**src/rtl/instruction_fetch_controller_if.sv**
```systemverilog
// Fetch-side bundle: ROM address/data, decode valid/ready handshake, redirect and fault.
interface instruction_fetch_controller_if #(
   parameter int unsigned DATA_WIDTH = 32
);
   logic [DATA_WIDTH-1:0] pm_address_o;
   logic [DATA_WIDTH-1:0] pm_instruction_i;
   logic [DATA_WIDTH-1:0] instr_o;
   logic [DATA_WIDTH-1:0] pc_o;
   logic                  instr_valid_o;
   logic                  instr_ready_i;
   logic                  redirect_i;
   logic [DATA_WIDTH-1:0] redirect_pc_i;
   logic                  fault_o;

   // Fetch controller side.
   modport master (
      output pm_address_o,
      input  pm_instruction_i,
      output instr_o,
      output pc_o,
      output instr_valid_o,
      input  instr_ready_i,
      input  redirect_i,
      input  redirect_pc_i,
      output fault_o
   );

   // ROM / decode / branch-logic side.
   modport slave (
      input  pm_address_o,
      output pm_instruction_i,
      input  instr_o,
      input  pc_o,
      input  instr_valid_o,
      output instr_ready_i,
      output redirect_i,
      output redirect_pc_i,
      input  fault_o
   );
endinterface

```
**src/rtl/instruction_fetch_controller.sv**
```systemverilog
// Instruction fetch controller: drives the ROM address from the fetch PC, buffers
// {pc, instruction} pairs in a 2-entry FIFO (slot 0 is always the head) and hands them to
// decode over valid/ready. Redirect flushes the FIFO; bad fetch addresses halt fetching.
module instruction_fetch_controller #(
   parameter int unsigned           DATA_WIDTH   = 32,
   parameter int unsigned           MEMORY_DEPTH = 32,
   parameter logic [DATA_WIDTH-1:0] TEXT_BASE    = 32'h0040_0000,
   parameter logic [DATA_WIDTH-1:0] RESET_PC     = 32'h0040_0000
) (
   input logic                          clk,
   input logic                          reset,
   instruction_fetch_controller_if.master bus
);

   localparam logic [DATA_WIDTH-1:0] RomBytes = DATA_WIDTH'(MEMORY_DEPTH * 4);

   typedef enum logic [1:0] {StStart, StRun, StHalt} state_e;

   state_e                state_q, state_d;
   logic [DATA_WIDTH-1:0] fetch_pc_q, fetch_pc_d;
   logic [1:0]            count_q, count_d;
   logic                  fault_q, fault_d;
   logic [DATA_WIDTH-1:0] instr_q [2];
   logic [DATA_WIDTH-1:0] instr_d [2];
   logic [DATA_WIDTH-1:0] pc_q    [2];
   logic [DATA_WIDTH-1:0] pc_d    [2];

   logic [DATA_WIDTH-1:0] fetch_offset;
   logic                  addr_ok;
   logic                  pop;
   logic                  space;
   logic                  push;
   logic                  pop_en;
   logic                  flush;
   logic                  fault_hit;
   logic [1:0]            tail;

   // Unsigned compare also rejects PCs below TEXT_BASE, since the offset wraps large.
   assign fetch_offset = fetch_pc_q - TEXT_BASE;
   assign addr_ok      = (fetch_pc_q[1:0] == 2'b00) && (fetch_offset < RomBytes);
   assign pop          = (count_q != 2'd0) && bus.instr_ready_i;
   assign space        = (count_q < 2'd2) || pop;

   assign bus.pm_address_o  = fetch_offset;
   assign bus.instr_o       = instr_q[0];
   assign bus.pc_o          = pc_q[0];
   assign bus.instr_valid_o = (count_q != 2'd0);
   assign bus.fault_o       = fault_q;

   // FSM state register.
   always_ff @(posedge clk or negedge reset) begin
      if (!reset) begin
         state_q <= StStart;
      end else begin
         state_q <= state_d;
      end
   end

   // FSM next state: redirect leaves HALT (and wins over a fault in RUN); START lasts one cycle.
   always_comb begin
      state_d = state_q;
      unique case (state_q)
         StStart: state_d = StRun;
         StRun:   state_d = (!bus.redirect_i && fault_hit) ? StHalt : StRun;
         StHalt:  state_d = bus.redirect_i ? StRun : StHalt;
         default: state_d = StStart;
      endcase
   end

   // FSM outputs: per-cycle flush / push / fault decisions.
   always_comb begin
      flush     = 1'b0;
      push      = 1'b0;
      fault_hit = 1'b0;
      unique case (state_q)
         StStart: ;
         StRun: begin
            if (bus.redirect_i) begin
               flush = 1'b1;
            end else if (space) begin
               push      = addr_ok;
               fault_hit = !addr_ok;
            end
         end
         StHalt:  flush = bus.redirect_i;
         default: ;
      endcase
      pop_en = pop && !flush;
   end

   // Datapath next state: shift head out on pop, write tail on push, advance fetch PC.
   always_comb begin
      fetch_pc_d = fetch_pc_q;
      count_d    = count_q;
      fault_d    = fault_q;
      instr_d    = instr_q;
      pc_d       = pc_q;
      tail       = count_q - {1'b0, pop_en};
      if (flush) begin
         count_d    = 2'd0;
         fetch_pc_d = bus.redirect_pc_i;
         fault_d    = 1'b0;
      end else begin
         if (pop_en) begin
            instr_d[0] = instr_q[1];
            pc_d[0]    = pc_q[1];
         end
         if (push) begin
            instr_d[tail[0]] = bus.pm_instruction_i;
            pc_d[tail[0]]    = fetch_pc_q;
            fetch_pc_d       = fetch_pc_q + DATA_WIDTH'(4);
         end
         count_d = tail + {1'b0, push};
         if (fault_hit) begin
            fault_d = 1'b1;
         end
      end
   end

   // Datapath registers; reset clears FIFO contents, fault and fetch PC.
   always_ff @(posedge clk or negedge reset) begin
      if (!reset) begin
         fetch_pc_q <= RESET_PC;
         count_q    <= 2'd0;
         fault_q    <= 1'b0;
         for (int i = 0; i < 2; i++) begin
            instr_q[i] <= '0;
            pc_q[i]    <= '0;
         end
      end else begin
         fetch_pc_q <= fetch_pc_d;
         count_q    <= count_d;
         fault_q    <= fault_d;
         instr_q    <= instr_d;
         pc_q       <= pc_d;
      end
   end

endmodule

```
**src/flat_wrapper.sv**
```systemverilog
// flat-port wrapper written by rule: the top's interface ports become plain ports
module instruction_fetch_controller_flat 
#(
   parameter int unsigned           DATA_WIDTH   = 32,
   parameter int unsigned           MEMORY_DEPTH = 32,
   parameter logic [DATA_WIDTH-1:0] TEXT_BASE    = 32'h0040_0000,
   parameter logic [DATA_WIDTH-1:0] RESET_PC     = 32'h0040_0000
)
  (clk, reset, bus_pm_address_o, bus_pm_instruction_i, bus_instr_o, bus_pc_o, bus_instr_valid_o, bus_instr_ready_i, bus_redirect_i, bus_redirect_pc_i, bus_fault_o);
  instruction_fetch_controller_if #(.DATA_WIDTH(DATA_WIDTH)) bus_i ();
  input logic clk;
  input logic reset;
  output wire logic [$bits(bus_i.pm_address_o)-1:0] bus_pm_address_o;
  input wire logic [$bits(bus_i.pm_instruction_i)-1:0] bus_pm_instruction_i;
  output wire logic [$bits(bus_i.instr_o)-1:0] bus_instr_o;
  output wire logic [$bits(bus_i.pc_o)-1:0] bus_pc_o;
  output wire logic [$bits(bus_i.instr_valid_o)-1:0] bus_instr_valid_o;
  input wire logic [$bits(bus_i.instr_ready_i)-1:0] bus_instr_ready_i;
  input wire logic [$bits(bus_i.redirect_i)-1:0] bus_redirect_i;
  input wire logic [$bits(bus_i.redirect_pc_i)-1:0] bus_redirect_pc_i;
  output wire logic [$bits(bus_i.fault_o)-1:0] bus_fault_o;
  assign bus_pm_address_o = bus_i.pm_address_o;
  assign bus_i.pm_instruction_i = bus_pm_instruction_i;
  assign bus_instr_o = bus_i.instr_o;
  assign bus_pc_o = bus_i.pc_o;
  assign bus_instr_valid_o = bus_i.instr_valid_o;
  assign bus_i.instr_ready_i = bus_instr_ready_i;
  assign bus_i.redirect_i = bus_redirect_i;
  assign bus_i.redirect_pc_i = bus_redirect_pc_i;
  assign bus_fault_o = bus_i.fault_o;
  instruction_fetch_controller #(.DATA_WIDTH(DATA_WIDTH), .MEMORY_DEPTH(MEMORY_DEPTH), .TEXT_BASE(TEXT_BASE), .RESET_PC(RESET_PC)) u_core (.clk(clk), .reset(reset), .bus(bus_i));
endmodule
```
**config.mk**
```make
export PLATFORM = sky130hd
export DESIGN_NAME = instruction_fetch_controller_flat
export DESIGN_NICKNAME = d
export VERILOG_FILES = /design/src/rtl/instruction_fetch_controller_if.sv /design/src/rtl/instruction_fetch_controller.sv /design/src/flat_wrapper.sv
export SDC_FILE = /design/constraint.sdc
export NUM_CORES = 1
export LEC_CHECK = 0
export ABC_AREA = 0
export CAP_MARGIN = 10
export CORE_UTILIZATION = 56
export CTS_CLUSTER_DIAMETER = 50
export CTS_CLUSTER_SIZE = 28
export DETAILED_ROUTE_END_ITERATION = 16
export GPL_TIMING_DRIVEN = 0
export HOLD_SLACK_MARGIN = 0.15
export PLACE_DENSITY_LB_ADDON = 0.25
export SETUP_SLACK_MARGIN = 0.2
export SLEW_MARGIN = 20
export SYNTH_ARGS = -nofsm -noshare
export SYNTH_HDL_FRONTEND = slang
export SYNTH_SLANG_ARGS = --single-unit
```
**constraint.sdc**
```tcl
create_clock -name clk -period 6.8 [get_ports clk]
set_input_delay 2.04 -clock clk [delete_from_list [all_inputs] [get_ports clk]]
set_output_delay 2.04 -clock clk [all_outputs]
set_load 0.1 [all_outputs]
```
==> results.cfg <==
[sta]
layout_min_cycle_time_ns = 5.213
fin_worst_skew_ns = 0.007977
min_period_over_period = 0.7667
slew_headroom = 0.3144
worstMarginPinSlew_ns = 1.025
setup_violations = 0
timing.fmax_mhz = 191.8
hold_violations = 0
whs_ns = 0.4874
rsz0062_at_grt = no
maxSlewViolCount = 0

[final_layout]
finalNetCount = 987
utilization = 0.7614
antenna_cells = 0
most-common-layout-cells = 164 x dfrtp_1, 164 x clkdlybuf4s50_1, 102 x nand2_1, 88 x buf_4, 83 x mux2i_1
area_growth_pct = 31.52
drive_gt1_frac = 0.2050
multiInputGateArea_sq_um = 3003
nFillCells = 947
regArea_sq_um = 4130

[cts]
cts.clk_slew.worst_paths_ns = 0.06
cts_root_buffer = clkbuf_16
clk_latency_ns = 0.42
cts_buffers = 17
cts.repair.resized = 0
cts_buffer_depth = 2
ctsHoldBuffers = 0
cts_htree_levels = 4
cts_tree = yes
cts_sinks = 165
post_cts_buffers = 0

[power]
ir_worst_vdd_mv = 0.5426
power.density_nw_per_um2 = 394.2
power_leakage_nw = 4.989

[worst_setup_path]
path_depth = 6
crit_path_top_delay_cell = clkdlybuf4s50_1
path_cells = buf_6 > nor4_1 > nand2b_1 > or3_1 > xnor2_1 > clkdlybuf4s50_1
cp.required_ns = 4.76
path_buf_inv = 2
end_kind = primary output
r2r_cells = 11
critPathArrivalTime_ns = 3.17
critical_path.top_delay_family = buffers and inverters
critPathMaxStageDelay_ns = 1.16
crit_fanout = 7
worstSetupStartpointType = register
crit_type = reg2out

[route]
wirelength_mm = 17.65
post_drt_wl_per_cell_um = 16.02
drtIter0Drc = 326
vias_per_cell = 5.139
vias = 5663
drc = 0
ant_nets = 0
firstDrtPassIters = 4

[placement]
dp_hpwl_mm = 12.46
port_buffers = 165
place_congestion = 0.8428

[yosys]
synth-seq-cells = 165
async_flop_share = 1.000
ys_types = 45
netlist_instances = 725
yosys_warnings = 0
synth_area_sq_um = 8099
ys.flop_type = dfrtp_1
syn_nets = 802
synth_edf_count = 0
ys_seq_area_frac = 0.5100
avgSynthCellArea_sq_um = 11.17

[grt]
grt_pass1_wl_mm = 29.14
grt_start_max_net_pins = 90
grtUsageTotal = 0.2552
antenna_found_initial = 0
grt_pass1_vias = 5915
overflow = 0

[die]
die_w_um = 122.3
dieArea_sq_um = 14950
ios = 166
coreArea_sq_um = 13990
start_util = 0.5790
row_count = 43
chipHeight_um = 122.3

[hold_path]
min_path_cells = 1
hold_class = reg2reg

[job]
maxCapViolations = 0

[run_status]
status = finished clean
## worst register-to-register path, cell delays in order, from the launching register on
cell and delay [ns]:
dfrtp_1 0.39, inv_1 0.09, ha_1 0.32, nand2_1 0.12, nand3_1 0.29, inv_1 0.15
buf_2 0.28, clkbuf_1 0.40, ha_1 0.39, nor2_8 0.26, buf_6 0.24, mux2_4 0.32
## stage by stage
stage / setup WS [ns] / instances / TNS (ns) / power [mW] / area (sq um)
after floorplan: 1.649 / 725 / 0 / 2.692 / 8099
after global placement: -2.628 / 1070 / -429.21 / 3.134 / 9976
after detailed placement: 1.691 / 1071 / 0 / 3.176 / 10010
after CTS: 1.565 / 1102 / 0 / 4.219 / 10650
after global routing: 1.434 / 1102 / 0 / 4.388 / 10650
final: 1.587 / 1102 / 0 / 4.199 / 10650
## kinds of logic after synthesis
family,count (synthesis),synth area share
compound gates,42,0.02889
simple gates,236,0.1375
flops,165,0.5100
buf+inv,138,0.1193
fa+ha+maj,9,0.01390
mux,124,0.1767
xor+xnor,11,0.01375
## cell type report
class                      instances  share of cell area
tap                              180             0.02114
multi-input combinational        422              0.2819
clock inverter                     8             0.01363
sequential                       165              0.3878
timing repair buffer             166              0.1581
clock buffer                      23             0.04675
buffer                           124             0.08575
inverter                          14            0.004934
## synth_stat cells, drive strengths merged, types with 3 or more instances
library cell,count,area share
a21oi,25,0.015
a31oi,4,0.0031
and2,3,0.0023
buf,106,0.10
clkbuf,18,0.0083
dfrtp,164,0.51
ha,9,0.014
inv,14,0.0065
mux2,41,0.074
mux2i,83,0.10
nand2,102,0.047
nand2b,3,0.0023
nand3,30,0.019
nand4,3,0.0042
nor2,52,0.026
nor2b,25,0.019
nor3,4,0.0043
nor4,6,0.0054
o21ai,8,0.0049
or3,4,0.0031
xnor2,7,0.0085
xor2,4,0.0053
## final timing paths
check	startpoint	end	slack (ns)
worst max-delay path	u_core.fetch_pc_q[25]	bus_pm_address_o[29]	1.59
worst min-delay path	u_core.bus.fault_o	u_core.bus.fault_o	0.49
worst max register to register	u_core.state_q[0]	register	3.43
worst min register to register	u_core.bus.fault_o	u_core.bus.fault_o	0.49
max in group asynchronous	reset	u_core.state_q[1]	4.40
min in group asynchronous	reset	asynchronous set/reset pin	1.59
## routing by layer
| layer | vias up | track usage | part of all wire |
|---|---|---|---|
| met1 | 2794 | 0.3436 | 0.44 |
| li1 | 2690 | - | - |
| met2 | 153 | 0.4063 | 0.49 |
| met5 | - | 0 | 0 |
| met4 | 0 | 0.09680 | 0.020 |
| met3 | 26 | 0.05390 | 0.052 |
## report_power, final
| group | internal [mW] | switching [mW] | total, mW |
|---|---|---|---|
| combinational | 0.539 | 1.42 | 1.96 |
| sequential | 1.09 | 0.117 | 1.21 |
| clock | 0.661 | 0.373 | 1.03 |
| total | 2.29 | 1.91 | 4.20 |
Note: power is estimated with default switching activity, not from simulation.
==> patch 1: new RTL, config.mk and constraints unchanged <==
`MEMORY_DEPTH` is set to 32 in 2 places; all go to 24.
--- a/src/rtl/instruction_fetch_controller.sv
+++ b/src/rtl/instruction_fetch_controller.sv
@@ -5,3 +5,3 @@
    parameter int unsigned           DATA_WIDTH   = 32,
-   parameter int unsigned           MEMORY_DEPTH = 32,
+   parameter int unsigned           MEMORY_DEPTH = 24,
    parameter logic [DATA_WIDTH-1:0] TEXT_BASE    = 32'h0040_0000,
--- a/src/flat_wrapper.sv
+++ b/src/flat_wrapper.sv
@@ -4,3 +4,3 @@
    parameter int unsigned           DATA_WIDTH   = 32,
-   parameter int unsigned           MEMORY_DEPTH = 32,
+   parameter int unsigned           MEMORY_DEPTH = 24,
    parameter logic [DATA_WIDTH-1:0] TEXT_BASE    = 32'h0040_0000,
Check against the original RTL: not equivalent (a bounded check fails within 4 cycles, from zero or initial values and one cycle with reset low).
==> patch 1 against the original RTL <==
- design area is 0.76% lower
- sequential cell count unchanged
- die area shrank 0.23%
- worst hold slack improved by 0.00085 ns
- core utilization is 0.58 points lower
- worst setup slack got worse by 0.50 ns
- routed wire length grew 12%
- area after synthesis down 0.23%
- critical path type is now in -> reg
- critical endpoint is now u_core.bus.pc_o[18]
Power is not shown: default switching activity piles up to over one toggle a cycle in this logic, so the estimate is an artifact.
==> patch 1: results (changes against the original RTL) <==
- First-pass GRT wire length: 31900 um (+9.5%)
- R2R setup slack: 2.48 ns (-0.95 ns)
- Pin count of the biggest net entering global routing: 98 (+8.9%)
- Vias in the first global route: 6347 (+7.3%)
- Crit path DAT: 6.02 ns (+2.85 ns)
- Least-Margin Pin Slew: 1.01 ns (-0.0165 ns)
- Layout cells sized above 1: 16.2% (-4.3 points)
- Final nets: 1056 (+7.0%)
- WL met1: 8610 um (+10%)
- Setup crit start: bus_redirect_i
- Mux share of post-synthesis cell area: 5.71% (-12 points)
- Detailed Place HPWL: 13400 um (+7.4%)
- Slowest CP cell: or4_1
- Synth Area in Compound Gates: 10.6% (+7.7 points)
- Crit path max fanout: 10 (+3)
- Final Skew: 0.0116 ns (+0.00364 ns)
- Met1 usage: 37.9% (+3.6 points)
- Met2 WL: 9500 um (+11%)
- Xor and xnor area share after synthesis: 0.976% (-0.40 points)
- Met3 wire len: 1340 um (+46%)
- Post-Synth Adder-Cell Area: 1.39% (+0.0032 points)
- Status: completed
- Top cells by count, synth: dfrtp_1, nand2_1, buf_4, nor2_1
- Wire per inst: 16.8 um (+5.1%)
- Worst reg2reg path depth: 15 (+4)
- Layout area overhead: 30.8%
- Setup CP Type: in -> reg
- Post-DR vias/cell: 5.59 (+8.8%)
- TritonRoute pass-1 iters: 6 (+2)
- Initial DRC Count: 549 (+68%)
- Slowest stage delay, CP: 0.53 ns (-0.63 ns)
- Vias: 6552 (+16%)
- Syn nets: 871 (+8.6%)
- Register area share after synthesis: 51.1% (+0.12 points)
patch 1: layout make-up:
cell class,count,share of cell area [%]
multi-input cells,472,28.0
repair buffers,166,15.9
clock buffers,17,4.02
plain buffers,148,9.04
inverters,9,0.320
flip-flops and latches,165,39.1
clock inverters,15,1.47
well taps,180,2.13
patch 1: worst reg2reg max path: stages (launching register included):
cell,delay (ns)
dfrtp_1,0.38
inv_1,0.08
ha_1,0.30
nand2_1,0.23
nand3_1,0.14
inv_1,0.09
clkbuf_1,0.50
clkbuf_1,0.49
ha_1,0.20
inv_1,0.08
or4_1,0.53
clkbuf_2,0.20
nor2_2,0.38
buf_2,0.32
buf_4,0.22
a21oi_1,0.06
patch 1: per-stage QoR:
stage	util, %	setup slack [ns]
6_report	75.6	1.09
5_1_grt	75.6	0.857
4_1_cts	75.6	1.16
3_5_place_dp	71.4	0.752
3_3_place_gp	71.2	-3.03
2_1_floorplan	-	1.62
==> patch 2: new RTL, same settings <==
Without the edit above. Encoding of `state_e`: now one-hot (3 bits for 3 states).
--- a/src/rtl/instruction_fetch_controller.sv
+++ b/src/rtl/instruction_fetch_controller.sv
@@ -16,3 +16,3 @@
 
-   typedef enum logic [1:0] {StStart, StRun, StHalt} state_e;
+   typedef enum logic [2:0] {StStart = 3'b001, StRun = 3'b010, StHalt = 3'b100} state_e;
 
Formal check against the unedited RTL: no difference found for any inputs over 4 cycles, from zero or initial values and one cycle with reset low; so few cycles prove little.
==> patch 2 against the original RTL <==
- worst setup slack worse by 0.18 ns
- routed wire length is 1.1% higher
- sequential cell count up 1
- area after synthesis down 0.68%
- design area is 0.72% lower
- worst hold slack improved by 0.0011 ns
- power grew 28%
- sequential power up 13%
- die area down 0.67%
==> patch 2: results (changes against the original RTL) <==
- RR Startpoint: u_core.state_q[0]
- Post-Synth Adder-Cell Area: 0.778% (-0.61 points)
- Detailed Place HPWL: 12600 um (+0.89%)
- GPL Wtd Cong: 0.803 (-4.7%)
- Achievable Freq: 185 MHz (-3.4%)
- Initial DRC Count: 302 (-7.4%)
- Layout cells sized above 1: 20.0% (-0.48 points)
- Pin count of the biggest net entering global routing: 94 (+4.4%)
- WL met1: 7770 um (-0.37%)
- Mux share of post-synthesis cell area: 21.0% (+3.3 points)
- Vias: 5567 (-1.7%)
- Placed cell area: 0.00995 mm^2 (-0.55%)
- Vias in the first global route: 5827 (-1.5%)
- Layout Cells excl Fill: 1079 (-2.1%)
- Met1 usage: 32.4% (-2.0 points)
- Xor and xnor area share after synthesis: 1.31% (-0.068 points)
- Syn avg cell area: 11.5 um^2 (+2.7%)
- Tot GR Track Use: 25.4% (-0.097 points)
- Status: completed
- Slew Limit Headroom: 32.0% (+0.61 points)
- Final nets: 959 (-2.8%)
- Synth unique cells: 46 (+2.2%)
- Synth Area in Compound Gates: 1.23% (-1.7 points)
- Multi-input gate area: 0.00299 mm^2 (-0.37%)
- Syn nets: 774 (-3.5%)
- Register area share after synthesis: 51.7% (+0.68 points)
- Met2 WL: 9020 um (+5.0%)
- Final Skew: 0.00875 ns (+0.000775 ns)
- DP Worst Slack: 1.31 ns (-0.381 ns)
- CP Capture Point: bus_pm_address_o[31]
- Wire per inst: 16.5 um (+3.3%)
- Cell leakage power: 5.09 nW (+2.1%)
- Hold depth: 2 (+1)
- Top cells by count, synth: dfrtp_1, nand2_1, mux2i_1, buf_4, mux2_4
- Worst vdd ir: 0.990 mV (+82%)
- Area contributors post-synth: dfrtp_1, mux2i_1, buf_4
- Met3 Resource Use GR: 4.92% (-0.47 points)
patch 2: cell types whose count changed in the layout (fill, tap and decap cells not counted), sizes merged, moves of 18 or more:
cell / change
mux2i: +22
a21oi: -22
nor2: -18
nand3: -22
nand2: +23
patch 2: power by group through the flow:
stage / Combinational (mW) / Sequential (mW) / Clock, mW
after floorplan: 2.35 / 1.36 / 0
after global placement: 2.94 / 1.37 / 0
after detailed placement: 2.99 / 1.38 / 0
after CTS: 3.00 / 1.37 / 1.03
after global routing: 3.11 / 1.40 / 1.07
final: 2.99 / 1.37 / 1.01
patch 2: layout make-up:
class                      instances  area share [%]
sequential                       166            39.3
multi-input combinational        408            28.3
timing repair buffer             166            15.9
buffer                           121            8.26
clock buffer                      20            4.32
tap                              180            2.13
clock inverter                    12            1.56
inverter                           6           0.213
patch 2: tightest hold or removal path: cells and delay by family (launching register included):
family | cells | cell delay (ns)
and+or+nand+nor | 1 | 0.05
DFF | 1 | 0.34
AOI/OAI and AO/OA | 1 | 0.06
